`src/rtl/if_id_pipe_stage_pkg.sv`:
```
// Shared widths, NOP encoding and occupancy state encodings for the IF/ID stage.
package if_id_pipe_stage_pkg;
  localparam int unsigned IFID_PC_WIDTH       = 32;
  localparam int unsigned IFID_INST_WIDTH     = 32;
  localparam int unsigned IFID_REG_ADDR_WIDTH = 5;
  localparam logic [31:0] NOP_INST            = 32'h0000_0013;

  typedef enum logic [1:0] {
    IFID_EMPTY = 2'd0,
    IFID_FULL  = 2'd1,
    IFID_SKID  = 2'd2
  } ifid_state_e;
endpackage

```
`src/rtl/if_id_bundle_reg.sv`:
```
// One fetch bundle's PC/instruction/mask storage; masked lanes are stored as NOP.
module if_id_bundle_reg
  import if_id_pipe_stage_pkg::*;
#(
  parameter int LANES      = 1,
  parameter int PC_WIDTH   = 32,
  parameter int INST_WIDTH = 32
) (
  input  logic                        clk,
  input  logic                        rst,
  input  logic                        i_load,
  input  logic                        i_clear,
  input  logic [LANES*PC_WIDTH-1:0]   i_pc,
  input  logic [LANES*INST_WIDTH-1:0] i_inst,
  input  logic [LANES-1:0]            i_mask,
  output logic [LANES*PC_WIDTH-1:0]   o_pc,
  output logic [LANES*INST_WIDTH-1:0] o_inst,
  output logic [LANES-1:0]            o_mask
);
  logic [LANES*INST_WIDTH-1:0] w_inst_masked;
  logic [LANES*INST_WIDTH-1:0] r_inst;
  logic [LANES*PC_WIDTH-1:0]   r_pc;
  logic [LANES-1:0]            r_mask;

  // Lanes without a real instruction become NOP so decode never sees fetch garbage
  always_comb begin
    w_inst_masked = i_inst;
    for (int i = 0; i < LANES; i++) begin
      if (!i_mask[i]) begin
        w_inst_masked[i*INST_WIDTH +: INST_WIDTH] = INST_WIDTH'(NOP_INST);
      end else begin
        w_inst_masked[i*INST_WIDTH +: INST_WIDTH] = i_inst[i*INST_WIDTH +: INST_WIDTH];
      end
    end
  end

  // Clear (flush) keeps the PCs but kills every lane
  always_ff @(posedge clk) begin
    if (rst) begin
      r_pc   <= '0;
      r_inst <= {LANES{INST_WIDTH'(NOP_INST)}};
      r_mask <= {LANES{1'b0}};
    end else if (i_clear) begin
      r_inst <= {LANES{INST_WIDTH'(NOP_INST)}};
      r_mask <= {LANES{1'b0}};
    end else if (i_load) begin
      r_pc   <= i_pc;
      r_inst <= w_inst_masked;
      r_mask <= i_mask;
    end
  end

  assign o_pc   = r_pc;
  assign o_inst = r_inst;
  assign o_mask = r_mask;
endmodule

```
`src/rtl/if_id_pipe_stage.sv`:
```
// IF/ID pipeline stage with valid/ready, flush and per-lane masking.
// Define IF_ID_SKID_EN to add a skid bundle and make in_ready a registered output.
module if_id_pipe_stage
  import if_id_pipe_stage_pkg::*;
#(
  parameter int PC_WIDTH       = IFID_PC_WIDTH,
  parameter int INST_WIDTH     = IFID_INST_WIDTH,
  parameter int REG_ADDR_WIDTH = IFID_REG_ADDR_WIDTH,
  parameter int LANES          = 1
) (
  input  logic                            clk,
  input  logic                            rst,
  input  logic                            in_valid,
  output logic                            in_ready,
  input  logic [LANES*PC_WIDTH-1:0]       in_pc,
  input  logic [LANES*INST_WIDTH-1:0]     in_inst,
  input  logic [LANES-1:0]                in_lane_mask,
  input  logic                            flush,
  output logic                            out_valid,
  input  logic                            out_ready,
  output logic [LANES*PC_WIDTH-1:0]       out_pc,
  output logic [LANES*INST_WIDTH-1:0]     out_inst,
  output logic [LANES-1:0]                out_lane_mask,
  output logic [LANES*7-1:0]              out_opcode,
  output logic [LANES*REG_ADDR_WIDTH-1:0] out_rs1,
  output logic [LANES*REG_ADDR_WIDTH-1:0] out_rs2,
  output logic [LANES*REG_ADDR_WIDTH-1:0] out_rd
);
  ifid_state_e                 r_state;
  ifid_state_e                 w_state_nxt;
  logic                        r_out_valid;
  logic                        w_accept;
  logic                        w_consume;
  logic                        w_main_load;
  logic [LANES*PC_WIDTH-1:0]   w_main_pc;
  logic [LANES*INST_WIDTH-1:0] w_main_inst;
  logic [LANES-1:0]            w_main_mask;

  assign w_accept  = in_valid & in_ready;
  assign w_consume = r_out_valid & out_ready;
  assign out_valid = r_out_valid;

`ifdef IF_ID_SKID_EN
  logic                        r_in_ready;
  logic                        w_skid_load;
  logic [LANES*PC_WIDTH-1:0]   w_skid_pc;
  logic [LANES*INST_WIDTH-1:0] w_skid_inst;
  logic [LANES-1:0]            w_skid_mask;

  assign in_ready = r_in_ready;

  // Occupancy transitions; flush empties the stage from any state
  always_comb begin
    w_state_nxt = r_state;
    case (r_state)
      IFID_EMPTY: w_state_nxt = w_accept ? IFID_FULL : IFID_EMPTY;
      IFID_FULL: begin
        if (w_accept && !w_consume) begin
          w_state_nxt = IFID_SKID;
        end else if (!w_accept && w_consume) begin
          w_state_nxt = IFID_EMPTY;
        end else begin
          w_state_nxt = IFID_FULL;
        end
      end
      IFID_SKID:  w_state_nxt = w_consume ? IFID_FULL : IFID_SKID;
      default:    w_state_nxt = IFID_EMPTY;
    endcase
    if (flush) begin
      w_state_nxt = IFID_EMPTY;
    end else begin
      w_state_nxt = w_state_nxt;
    end
  end

  assign w_main_load = ~flush & (((r_state == IFID_EMPTY) & w_accept) |
                                 ((r_state == IFID_FULL) & w_accept & w_consume) |
                                 ((r_state == IFID_SKID) & w_consume));
  assign w_skid_load = ~flush & (r_state == IFID_FULL) & w_accept & ~w_consume;
  assign w_main_pc   = (r_state == IFID_SKID) ? w_skid_pc   : in_pc;
  assign w_main_inst = (r_state == IFID_SKID) ? w_skid_inst : in_inst;
  assign w_main_mask = (r_state == IFID_SKID) ? w_skid_mask : in_lane_mask;

  if_id_bundle_reg #(.LANES(LANES), .PC_WIDTH(PC_WIDTH), .INST_WIDTH(INST_WIDTH)) u_skid (
    .clk     (clk),
    .rst     (rst),
    .i_load  (w_skid_load),
    .i_clear (flush),
    .i_pc    (in_pc),
    .i_inst  (in_inst),
    .i_mask  (in_lane_mask),
    .o_pc    (w_skid_pc),
    .o_inst  (w_skid_inst),
    .o_mask  (w_skid_mask)
  );

  // State plus handshake outputs decoded from the next state, so both are registered
  always_ff @(posedge clk) begin
    if (rst) begin
      r_state     <= IFID_EMPTY;
      r_out_valid <= 1'b0;
      r_in_ready  <= 1'b1;
    end else begin
      r_state     <= w_state_nxt;
      r_out_valid <= (w_state_nxt != IFID_EMPTY);
      r_in_ready  <= (w_state_nxt != IFID_SKID);
    end
  end
`else
  assign in_ready = ~r_out_valid | out_ready;

  // Single-register occupancy; an accept always lands in the main register
  always_comb begin
    w_state_nxt = r_state;
    case (r_state)
      IFID_EMPTY: w_state_nxt = w_accept ? IFID_FULL : IFID_EMPTY;
      IFID_FULL:  w_state_nxt = (w_accept || !w_consume) ? IFID_FULL : IFID_EMPTY;
      default:    w_state_nxt = IFID_EMPTY;
    endcase
    if (flush) begin
      w_state_nxt = IFID_EMPTY;
    end else begin
      w_state_nxt = w_state_nxt;
    end
  end

  assign w_main_load = w_accept & ~flush;
  assign w_main_pc   = in_pc;
  assign w_main_inst = in_inst;
  assign w_main_mask = in_lane_mask;

  // State and registered out_valid
  always_ff @(posedge clk) begin
    if (rst) begin
      r_state     <= IFID_EMPTY;
      r_out_valid <= 1'b0;
    end else begin
      r_state     <= w_state_nxt;
      r_out_valid <= (w_state_nxt != IFID_EMPTY);
    end
  end
`endif

  if_id_bundle_reg #(.LANES(LANES), .PC_WIDTH(PC_WIDTH), .INST_WIDTH(INST_WIDTH)) u_main (
    .clk     (clk),
    .rst     (rst),
    .i_load  (w_main_load),
    .i_clear (flush),
    .i_pc    (w_main_pc),
    .i_inst  (w_main_inst),
    .i_mask  (w_main_mask),
    .o_pc    (out_pc),
    .o_inst  (out_inst),
    .o_mask  (out_lane_mask)
  );

  for (genvar g = 0; g < LANES; g++) begin : g_fields
    assign out_opcode[g*7 +: 7]                    = out_inst[g*INST_WIDTH +: 7];
    assign out_rd[g*REG_ADDR_WIDTH +: REG_ADDR_WIDTH]  = out_inst[g*INST_WIDTH + 7  +: REG_ADDR_WIDTH];
    assign out_rs1[g*REG_ADDR_WIDTH +: REG_ADDR_WIDTH] = out_inst[g*INST_WIDTH + 15 +: REG_ADDR_WIDTH];
    assign out_rs2[g*REG_ADDR_WIDTH +: REG_ADDR_WIDTH] = out_inst[g*INST_WIDTH + 20 +: REG_ADDR_WIDTH];
  end
endmodule
```
`config.mk`:
```
export PLATFORM = sky130hd
export DESIGN_NAME = if_id_pipe_stage
export DESIGN_NICKNAME = d
export VERILOG_FILES = /design/src/rtl/if_id_pipe_stage_pkg.sv /design/src/rtl/if_id_bundle_reg.sv /design/src/rtl/if_id_pipe_stage.sv
export SDC_FILE = /design/constraint.sdc
export NUM_CORES = 1
export LEC_CHECK = 0
export ABC_AREA = 0
export BUFFER_PORTS_ARGS = -buffer_cell sky130_fd_sc_hd__buf_2
export CORE_MARGIN = 10
export CORE_UTILIZATION = 44
export DETAILED_ROUTE_END_ITERATION = 7
export PLACE_DENSITY = 0.88
export SLEW_MARGIN = 20
export SYNTH_ARGS = -nofsm -noshare
export SYNTH_HDL_FRONTEND = slang
export SYNTH_SLANG_ARGS = --single-unit
```
`constraint.sdc`:
```
create_clock -name clk -period 1.23 [get_ports clk]
set_input_delay 0.246 -clock clk [delete_from_list [all_inputs] [get_ports clk]]
set_output_delay 0.246 -clock clk [all_outputs]
set_load 0.01 [all_outputs]
```
### Yosys cells after proc, flatten, opt, wreduce, memory -nomap -nowiden

Index checks and enable logic that the tools add are counted.

| cells by class | value |
|---|---|
| multiplexer cells | 5 |
| equal/unequal tests | 1 |
| bitwise operators | 6 |
| reduce and logical (&&, ||, !) cells | 6 |

Operator list:

| operator | number |
|---|---|
| $mux W32 | 1 |
| $and A1 B1 Y1 | 3 |
| $eq A2 B1 Y1 const B | 1 |
| $logic_not A2 Y1 | 1 |
| $mux W1 | 2 |
| $mux W2 | 1 |
| $not A1 Y1 | 2 |
| $pmux W1 S2 | 1 |
| $reduce_and A2 Y1 | 1 |
| $reduce_bool A2 Y1 | 1 |
| $reduce_or A2 Y1 | 1 |
| $logic_not A1 Y1 | 1 |
| $logic_or A1 B1 Y1 | 1 |
| $or A1 B1 Y1 | 1 |

| word-level totals | value |
|---|---|
| bits of input ports | 70 |
| output and inout bits | 89 |
| bits in registers | 68 |

### Logic depth before layout (Yosys ltp)

Gate-level depths: netlist of run 1.

| depth | value |
|---|---|
| word-level depth | 8 |
| depth in mapped cells | 7 |
| mapped depth without buffers | 4 |

### Cells and area by module

Synthesis of run 1 repeated with hierarchy kept, for this count alone.

| unflattened totals | value |
|---|---|
| cells, all modules | 310 |
| area total of the unflattened synthesis | 2615.0 µm² |

By module, submodules not included:

| module | area an instance (µm²) | cells each | instances |
|---|---|---|---|
| if_id_bundle_reg | 2392.3 | 283 | 1 |
| if_id_pipe_stage | 222.7 | 27 | 1 |

### Worst setup path before layout of run 1

OpenSTA, ideal clock, no wires.

| path | value |
|---|---|
| path kind | register to register |
| start point | register r_out_valid, in the netlist out_valid |
| end point | register u_main.r_pc[10], in the netlist u_main.o_pc[10] |
| period minus slack after synthesis | 1217 ps |
| stages on the path, launching flop included | 8 |
| setup slack | 13 ps |
| data required time | 1098 ps |
| arrival | 1085 ps |
| library setup time | 132 ps |
| cells stage by stage | dfxtp_1 > nor2b_4 > buf_6 > inv_4 > buf_12 > buf_6 > nand3_1 > a21oi_1 |

| on the way | value |
|---|---|
| word-level cells in the longest chain between the ends | 5 |

Ends and longest elaborated chain:

| what | RTL line | RTL |
|---|---|---|
| start: declaration | if_id_pipe_stage.sv:31 | `logic r_out_valid;` |
| start signal: assignment | if_id_pipe_stage.sv:139 | `r_out_valid <= (w_state_nxt != IFID_EMPTY);` |
| $not A1 Y1 | if_id_pipe_stage.sv:110 | `assign in_ready = ~r_out_valid \| out_ready;` |
| $or A1 B1 Y1 | if_id_pipe_stage.sv:110 |  |
| named net in_ready | if_id_pipe_stage.sv:14 | `output logic in_ready,` |
| $and A1 B1 Y1 | if_id_pipe_stage.sv:39 | `assign w_accept = in_valid & in_ready;` |
| $and A1 B1 Y1 | if_id_pipe_stage.sv:127 | `assign w_main_load = w_accept & ~flush;` |
| $reduce_and A2 Y1 (no line) | -- |  |
| end signal: assignment | if_id_bundle_reg.sv:47 | `r_pc <= i_pc;` |
| end: declaration | if_id_bundle_reg.sv:22 | `logic [LANES*PC_WIDTH-1:0] r_pc;` |

The timed path passes the listed nets, and every way through them passes these cells.
A chain may end at the register's enable or synchronous reset.

### Worst setup path after layout of run 1

| path | value |
|---|---|
| start point | register r_out_valid, in the netlist out_valid |
| end point | register u_main.r_inst[0], in the netlist u_main.o_inst[0] |

| on the way | value |
|---|---|
| word-level cells in the longest chain between the ends | 4 |

Ends and longest elaborated chain:

| what | RTL line | RTL |
|---|---|---|
| $not A1 Y1 | if_id_pipe_stage.sv:110 |  |
| $or A1 B1 Y1 | if_id_pipe_stage.sv:110 |  |
| $and A1 B1 Y1 | if_id_pipe_stage.sv:39 |  |
| $and A1 B1 Y1 | if_id_pipe_stage.sv:127 |  |
| end signal: assignment | if_id_bundle_reg.sv:41 | `r_inst <= {LANES{INST_WIDTH'(NOP_INST)}};` |
| end signal: assignment | if_id_bundle_reg.sv:44 | `r_inst <= {LANES{INST_WIDTH'(NOP_INST)}};` |
| end signal: assignment | if_id_bundle_reg.sv:48 | `r_inst <= w_inst_masked;` |
| end: declaration | if_id_bundle_reg.sv:21 | `logic [LANES*INST_WIDTH-1:0] r_inst;` |

No other way between the ends.

==> results.toml, run 1 <==
[clocking]
cts_buffers = 9
cts_num_sinks = 66
clk-insertion-delay-late_ns = 0.32
clockRootBuffer = "clkbuf_8"
htreeDepth = 3
cts_tree = "yes"
clk_pin_slew_worst_paths_ns = 0.07
clockBufferDepth = 2

[worst_setup_path]
crit_fanout = 32
worst_setup_path_start_kind = "flip-flop"
end_kind = "flip-flop"
r2r_setup_slack_ns = 0.002
r2r_start = "out_valid"
cp.required_ns = 1.42
worst_ep_arrival_time_ns = 1.42
r2r_cells = 5
critPathKind = "reg2reg"
worstReg2RegEnd = "u_main.o_inst[0]"

[drt]
vias_per_cell = 5.40
dr.pass1.iters = 4
antenna_left = 0
drcViolationCount = 0
wl_um = 8980
vias = 2900
drt_iter0_markers = 153
wl_per_cell_um = 16.7

[die]
die_h_um = 99.9
core_region_area_um2 = 6280
rows = 29
start_util = 0.447
die-area_um2 = 9980
io_pins = 159
fp.dieW_um = 99.9

[timing]
finalCritPeriodShare = 0.999
max-slew-margin-rel = 0.803
slew_viol_final = 0
setup_viol = 0
skew_ns = 0.00410
tightest_slew_ns = 0.295
hold_violations = 0
rsz0062_at_grt = "yes"
fmax_ghz = 0.814
fin_ws_ns = 0.00183
finalCriticalPeriod_ns = 1.23

[hold_path]
worstHoldPathType = "in2reg"
worstHoldPathCells = 3
min-delay-start = "in_pc[9]"
hold_path_end = "u_main.o_pc[9]"

[pwr]
p_leak_nw = 1.70
pwr-share-comb = 0.125
p_int_mw = 3.51
finalPower_mw = 4.60
clkPwrFrac = 0.390
ir_worst_vdd_uv = 773
p_sw_frac = 0.237
seq_power_share = 0.485
p_per_area_nw_per_um2 = 1210
p_switching_mw = 1.09

[layout]
synthToLayoutAreaGrowth_pct = 35.1
layout_common_cells = "157 x buf_2, 65 x a21oi_1, 65 x dfxtp_1"
drive_above_1_share = 0.426
diodes = 0
finalNetCount = 525
final_common_cell = "buf_2"
multi_input_area_um2 = 1120
fin_cells = 537
regArea_um2 = 1320
num-fill-cells = 577
design_area_um2 = 3790

[yosys]
syn-instance-count = 330
synth_warnings = 0
ys_seq_elements = 66
synth_nets = 400
synth.cell_area_um2 = 2810
netlist-cell-type-count = 19
ys_seq_area_frac = 0.471
syn_area_per_cell_um2 = 8.51

[run]
cap_viol_max_count = 0

[placed_design]
post_dp_cell_area_um2 = 3520
pre_cts_ws_ns = -0.0145
gp_congestion = 0.720
dpl.hpwl_um = 6690
dpl.cell_count = 519
port_buffers = 158

[global_route]
grt_pass1_wl_um = 14300
overflow = 0
grt_max_degree = 39
grt_pass1_vias = 2987
antenna_found_initial = 0
grt_usage = 0.172

[outcome]
status = "complete, no violations"
cell families (layout without fill, tap and decap cells):
family,after synthesis,count (layout),synth area share
AOI/OAI and AO/OA,130,130,0.232
buffers and inverters,62,192,0.149
DFF,66,66,0.471
and+or+nand+nor,72,72,0.148
stage by stage:
step                 util  setup TNS (ns)  hold WS, ns
CTS                 0.598        -0.00234        0.145
global route        0.604          -0.857        0.159
global placement    0.560        -0.00176        0.456
finish              0.604               0        0.167
detailed placement  0.560         -0.0294        0.464
floorplan               -               0        0.366
worst max-delay path, stage by stage (launching register included):
cell     delay (ns)
dfxtp_2        0.32
nor2b_4        0.13
buf_4          0.15
buf_12         0.16
nor4b_4        0.25
o21ai_0        0.09
power groups by stage:
| stage | Combinational [mW] | Clock, mW | Sequential (mW) |
|---|---|---|---|
| after floorplan | 0.261 | 0 | 2.31 |
| after global placement | 0.545 | 0 | 2.28 |
| after detailed placement | 0.557 | 0 | 2.28 |
| after CTS | 0.566 | 1.86 | 2.23 |
| after global routing | 0.633 | 1.97 | 2.24 |
| final | 0.574 | 1.79 | 2.23 |
sequential cells by signal, indices dropped and copies added, names as in the netlist:
| register | flops |
|---|---|
| u_main.o_mask | 1 |
| u_main.o_inst | 32 |
| u_main.o_pc | 32 |
| out_valid | 1 |
what timing repair did:
| action | CTS | global route |
|---|---|---|
| pin swaps | 0 | 6 |
| buffers inserted | 2 | 0 |
| resized for setup | 8 | 7 |
| hold buffers | 0 | 0 |
| endpoints found under the setup margin | 1 | 44 |
| gates cloned | 0 | 0 |
| endpoints found under the hold margin | 0 | 0 |
worst max path at each step:
stage,from,end,slack (ns),depth (start not counted)
after detailed placement,flush,u_main.o_inst[0],-0.01,5
after CTS,out_valid,in_ready,-0.002,3
final,out_valid,u_main.o_inst[0],0.002,5
after global routing,out_valid,u_main.o_inst[1],-0.07,5
after global placement,flush,u_main.o_inst[4],-0.002,5
after floorplan,out_valid,u_main.o_pc[10],0.01,7
layer usage:
layer  global-route usage  up-vias  wire, um
li1                     -     1413         -
met1                0.171     1343      3260
met2                0.296      134      4560
met3               0.0907       10      1060
met4               0.0673        0        97
met5                    0        -         0
synth_stat cells:
cell type	count	area, um^2
dfxtp_1	66	1320
nor2b_4	1	13.8
buf_2	15	75.1
nand4_1	29	181
nor2_1	3	11.3
or2_1	1	6.26
clkbuf_1	9	33.8
a21oi_1	65	325
nand2b_1	1	6.26
buf_12	1	20.0
o21ai_0	59	295
buf_4	29	218
o21ai_1	6	30.0
nand3_1	33	165
nor2b_1	1	6.26
buf_6	5	56.3
clkbuf_2	2	10.0
inv_4	1	6.26
nor4b_1	3	26.3
final cells by class:
class | count | area share
clock buffers | 14 | 0.0429
repair buffers | 175 | 0.276
multi-input cells | 202 | 0.296
inverters | 1 | 0.00165
clock inverters | 2 | 0.00923
flip-flops and latches | 66 | 0.349
well taps | 77 | 0.0254
Note: power is estimated with default switching activity, not from simulation.
==> run 2: changes to the inputs <==
--- a/config.mk
+++ b/config.mk
@@ -7,6 +7,7 @@
 export LEC_CHECK = 0
 export ABC_AREA = 0
 export BUFFER_PORTS_ARGS = -buffer_cell sky130_fd_sc_hd__buf_2
+export CORE_ASPECT_RATIO = 0.5
 export CORE_MARGIN = 10
 export CORE_UTILIZATION = 44
 export DETAILED_ROUTE_END_ITERATION = 7
==> run 2 against run 1 <==
  * The flow now finishes with violations (negative setup slack)
  * First-iteration DRC count rose to 2.9 times the previous value
  * Sequential power barely moved
  * Worst setup slack got worse by 0.080 ns
  * Flip-flop and latch count did not move
  * Critical path depth rose by 1
  * Critical endpoint is now u_main.o_pc[13]
  * Non-clock buffer count rose by 10
  * Combinational power rose by 5.4%
  * Utilization rose by 4.1 points
  * Die area rose by 1.9%
  * Design area rose by 4.4%
  * Critical path type unchanged
  * Register-to-register slack got worse by 0.08 ns
==> results.toml, run 2 (synthesis gave the netlist of run 1 again) <==
[global_route]
overflow = 0
grt_usage = 0.172
grt_pass1_vias = 2827
grt_pass1_wl_um = 14700
grt_max_degree = 41
antenna_found_initial = 0

[timing]
tns_ns = -0.497
finalCriticalPeriod_ns = 1.31
max-slew-margin-rel = 0.793
fin_hold_ws_ns = 0.169
slew_viol_final = 0
setup_viol = 17
skew_ns = 0.00230
finalCritPeriodShare = 1.06
hold_violations = 0
tightest_slew_ns = 0.309
fmax_ghz = 0.764
fin_ws_ns = -0.0783
rsz0062_at_grt = "yes"

[die]
rows = 20
die_h_um = 76.5
start_util = 0.458
fp.dieW_um = 133
io_pins = 159
die-area_um2 = 10200
core_region_area_um2 = 6130

[clocking]
clk_pin_slew_worst_paths_ns = 0.05
clockBufferDepth = 2
clockRootBuffer = "clkbuf_16"
clk-insertion-delay-late_ns = 0.32
htreeDepth = 3
ctsHoldBuffers = 0
cts_tree = "yes"
cts_num_sinks = 66
cts_buffers = 9

[worst_setup_path]
r2r_cells = 6
cp.required_ns = 1.46
critPathKind = "reg2reg"
worstReg2RegEnd = "u_main.o_pc[13]"
r2r_start = "out_valid"
worst_ep_arrival_time_ns = 1.54
worst_setup_path_start_kind = "flip-flop"
cp_common_cell = "buf_6"
worst-path-buf-inv = 3
crit_chain = "nor2b_4, buf_6, buf_4, buf_6, o21ai_0, a21oi_1"
crit_fanout = 5
cp_top_family = "buffers and inverters"
slowest_delay_ns = 0.33
r2r_setup_slack_ns = -0.08
end_kind = "flip-flop"
cpMaxStageDelayCell = "dfxtp_2"

[layout]
drive_above_1_share = 0.446
final_common_cell = "buf_2"
multi_input_area_um2 = 1130
num-fill-cells = 483
design_area_um2 = 3960
layout_common_cells = "157 x buf_2, 65 x dfxtp_1, 63 x a21oi_1"
finalNetCount = 535
regArea_um2 = 1320
fin_cells = 557
utilization = 0.646
diodes = 0
synthToLayoutAreaGrowth_pct = 41.0

[pwr]
p_per_area_nw_per_um2 = 1310
p_leak_nw = 1.78
ir_worst_vdd_uv = 771
finalPower_mw = 5.18

[placed_design]
port_buffers = 158
gp_congestion = 0.778
post_dp_cell_area_um2 = 3520
dpl.hpwl_um = 6680
pre_cts_ws_ns = -0.0104
dpl.cell_count = 533

[drt]
vias = 3122
antenna_left = 0
vias_per_cell = 5.61
drcViolationCount = 0
dr.pass1.iters = 5
wl_um = 10500
drt_iter0_markers = 438
wl_per_cell_um = 18.8

[hold_path]
worstHoldPathCells = 3
hold_path_end = "u_main.o_pc[25]"
min-delay-start = "in_pc[25]"
worstHoldPathType = "in2reg"

[outcome]
status = "finished, violations left"
violations = "negative setup slack"

[run]
cap_viol_max_count = 0
[run 2: power breakdown]
group	leakage (nW)	internal [mW]	total (mW)	switching [mW]
registers	0.537	2.21	2.24	0.0317
logic	1.11	0.268	0.605	0.338
clock network	0.138	1.45	2.33	0.883
[run 2: how the worst max path moves through the flow]
stage	start	to	cells past startpoint
floorplan	out_valid	u_main.o_pc[10]	7
global placement	flush	u_main.o_pc[4]	5
detailed placement	flush	u_main.o_inst[4]	5
CTS	out_valid	in_ready	3
global route	out_valid	u_main.o_pc[13]	6
finish	out_valid	u_main.o_pc[13]	6
[run 2: final cells by class]
cell class	instances	area share
sequential	66	0.334
multi-input combinational	202	0.285
timing repair buffer	185	0.283
clock buffer	12	0.0648
tap	88	0.0278
clock inverter	3	0.00379
inverter	1	0.00158
[run 2: worst register-to-register path: stages (launching register included)]
cell	delay (ns)
dfxtp_2	0.33
nor2b_4	0.20
buf_6	0.17
buf_4	0.12
buf_6	0.11
o21ai_0	0.08
a21oi_1	0.21
[run 2: layer usage]
metal | GRT usage | share of wire | up-vias
met5 | 0 | 0 | -
met4 | 0.0568 | 0.033 | 0
met3 | 0.0474 | 0.071 | 32
met2 | 0.314 | 0.52 | 177
met1 | 0.189 | 0.38 | 1477
li1 | - | - | 1436
[run 2: timing repair]
item,in CTS,in global routing
gates cloned,0,3
buffers inserted,4,2
resized for setup,4,16
pin swaps,0,4
setup endpoints to repair,1,34
==> run 3: changes to the inputs <==
==> constraint.sdc (replaced) <==
create_clock -name clk -period 1.23 [get_ports clk]
set_input_delay 0.369 -clock clk [delete_from_list [all_inputs] [get_ports clk]]
set_output_delay 0.369 -clock clk [all_outputs]
set_load 0.01 [all_outputs]
==> run 3 against run 2 <==
  * The run still ends with negative setup slack left
  * First-iteration DRC count shrank 54%
  * Global-route usage grew 0.35 points
  * Sequential power is essentially flat
  * Non-clock buffer count shrank 2
  * Maximum frequency shrank 3.3%
  * Final cell count shrank 0.18%
  * Largest cell class unchanged
  * Die area is the same
  * Flip-flop and latch count is the same
  * Design area grew 1.8%
  * Worst setup slack lost 0.045 ns
  * Critical endpoint is now u_main.o_inst[4]
  * Clock skew is essentially flat
  * Highest routed layer unchanged
  * Utilization grew 1.2 points
==> results.toml, run 3 (synthesis gave the netlist of run 1 again) <==
[drt]
dr.pass1.iters = 4
wl_um = 9960
vias_per_cell = 5.34
drt_iter0_markers = 203
drcViolationCount = 0
wl_per_cell_um = 17.9
vias = 2971
antenna_left = 0

[placed_design]
port_buffers = 158
pre_cts_ws_ns = -0.139
dpl.cell_count = 535
post_dp_cell_area_um2 = 3510
gp_congestion = 0.783
dpl.hpwl_um = 6710

[clocking]
cts_tree = "yes"
clk_pin_slew_worst_paths_ns = 0.05
cts_buffers = 9
clk-insertion-delay-late_ns = 0.32
cts_num_sinks = 66
htreeDepth = 3
clockRootBuffer = "clkbuf_16"
clockBufferDepth = 2
ctsHoldBuffers = 0

[outcome]
violations = "negative setup slack"
status = "finished, violations left"

[timing]
max-slew-margin-rel = 0.771
skew_ns = 0.00248
hold_violations = 0
fin_hold_ws_ns = 0.297
finalCriticalPeriod_ns = 1.35
setup_viol = 9
fmax_ghz = 0.739
rsz0062_at_grt = "yes"
finalCritPeriodShare = 1.10
fin_ws_ns = -0.123
tightest_slew_ns = 0.344
slew_viol_final = 0

[worst_setup_path]
end_kind = "flip-flop"
worst_ep_arrival_time_ns = 1.55
crit_fanout = 8
critPathKind = "reg2reg"
cp.required_ns = 1.43
worst_setup_path_start_kind = "flip-flop"

[die]
core_region_area_um2 = 6130
start_util = 0.458
die_h_um = 76.5
rows = 20
fp.dieW_um = 133
io_pins = 159
die-area_um2 = 10200

[layout]
finalNetCount = 533
layout_common_cells = "156 x buf_2, 62 x a21oi_1, 61 x dfxtp_1"
fin_cells = 556
final_common_cell = "buf_2"
synthToLayoutAreaGrowth_pct = 43.5
diodes = 0
design_area_um2 = 4030
drive_above_1_share = 0.464

[pwr]
p_leak_nw = 1.79
p_per_area_nw_per_um2 = 1360
finalPower_mw = 5.49
ir_worst_vdd_uv = 757

[global_route]
antenna_found_initial = 0
grt_pass1_vias = 2938
grt_pass1_wl_um = 14900
overflow = 0
grt_max_degree = 35
grt_usage = 0.176

[hold_path]
worstHoldPathType = "in2reg"

[run]
cap_viol_max_count = 0
-- run 3: cell count changes in the layout (fill, tap and decap cells not counted), sizes merged --
cell / change
buf: -3
bufinv: +1
clkbuf: +4
clkinv: -3
-- run 3: area by class of cell --
type / count / area, um^2
clock buffers: 15 / 288
clock inverters: 1 / 30.0
fillers: 477 / 2100
inverters: 1 / 6.26
multi-input cells: 202 / 1150
flip-flops and latches: 66 / 1330
well taps: 88 / 110
repair buffers: 183 / 1120
-- run 3: through the flow --
step                      setup TNS, ns  utilization
after floorplan                 -0.0595            -
after global placement            -2.85        0.572
after detailed placement          -4.15        0.572
after CTS                        -0.116        0.630
after global routing              -1.90        0.657
final                            -0.548        0.657
-- run 3: worst max-delay path: stages, from the launching register on --
cell and delay [ns]:
dfxtp_2 0.32, nor2b_4 0.13, buf_4 0.13, buf_8 0.14
clkbuf_16 0.17, nor4b_4 0.26, o21ai_1 0.08
-- run 3: power breakdown --
group / leakage [nW] / internal, mW / switching, mW / total, mW
sequential: 0.536 / 2.21 / 0.0316 / 2.24
combinational: 1.10 / 0.267 / 0.340 / 0.607
clock: 0.156 / 1.79 / 0.856 / 2.65
-- run 3: worst paths after layout --
kind                     from          endpoint  cells past startpoint  slack, ns
max                 out_valid  u_main.o_inst[4]                      6      -0.12
min                 in_pc[10]   u_main.o_pc[10]                      3       0.30
max reg2reg         out_valid  u_main.o_inst[4]                      6      -0.12
min reg2reg  u_main.o_inst[2]  u_main.o_inst[2]                      2       0.47
-- run 3: layer usage --
layer  vias up  global-route usage  wire length (um)
met5         -                   0                 0
met3        31              0.0474               560
li1       1436                   -                 -
met1      1387               0.184              3800
met4         0               0.103               376
met2       117               0.313              5220
-- run 3: repair_timing --
action	in CTS	in global routing
resized for setup	5	78
buffers inserted	2	1
pin swaps	0	23
hold endpoints to repair	0	0
endpoints found under the setup margin	1	38
cloned	0	2
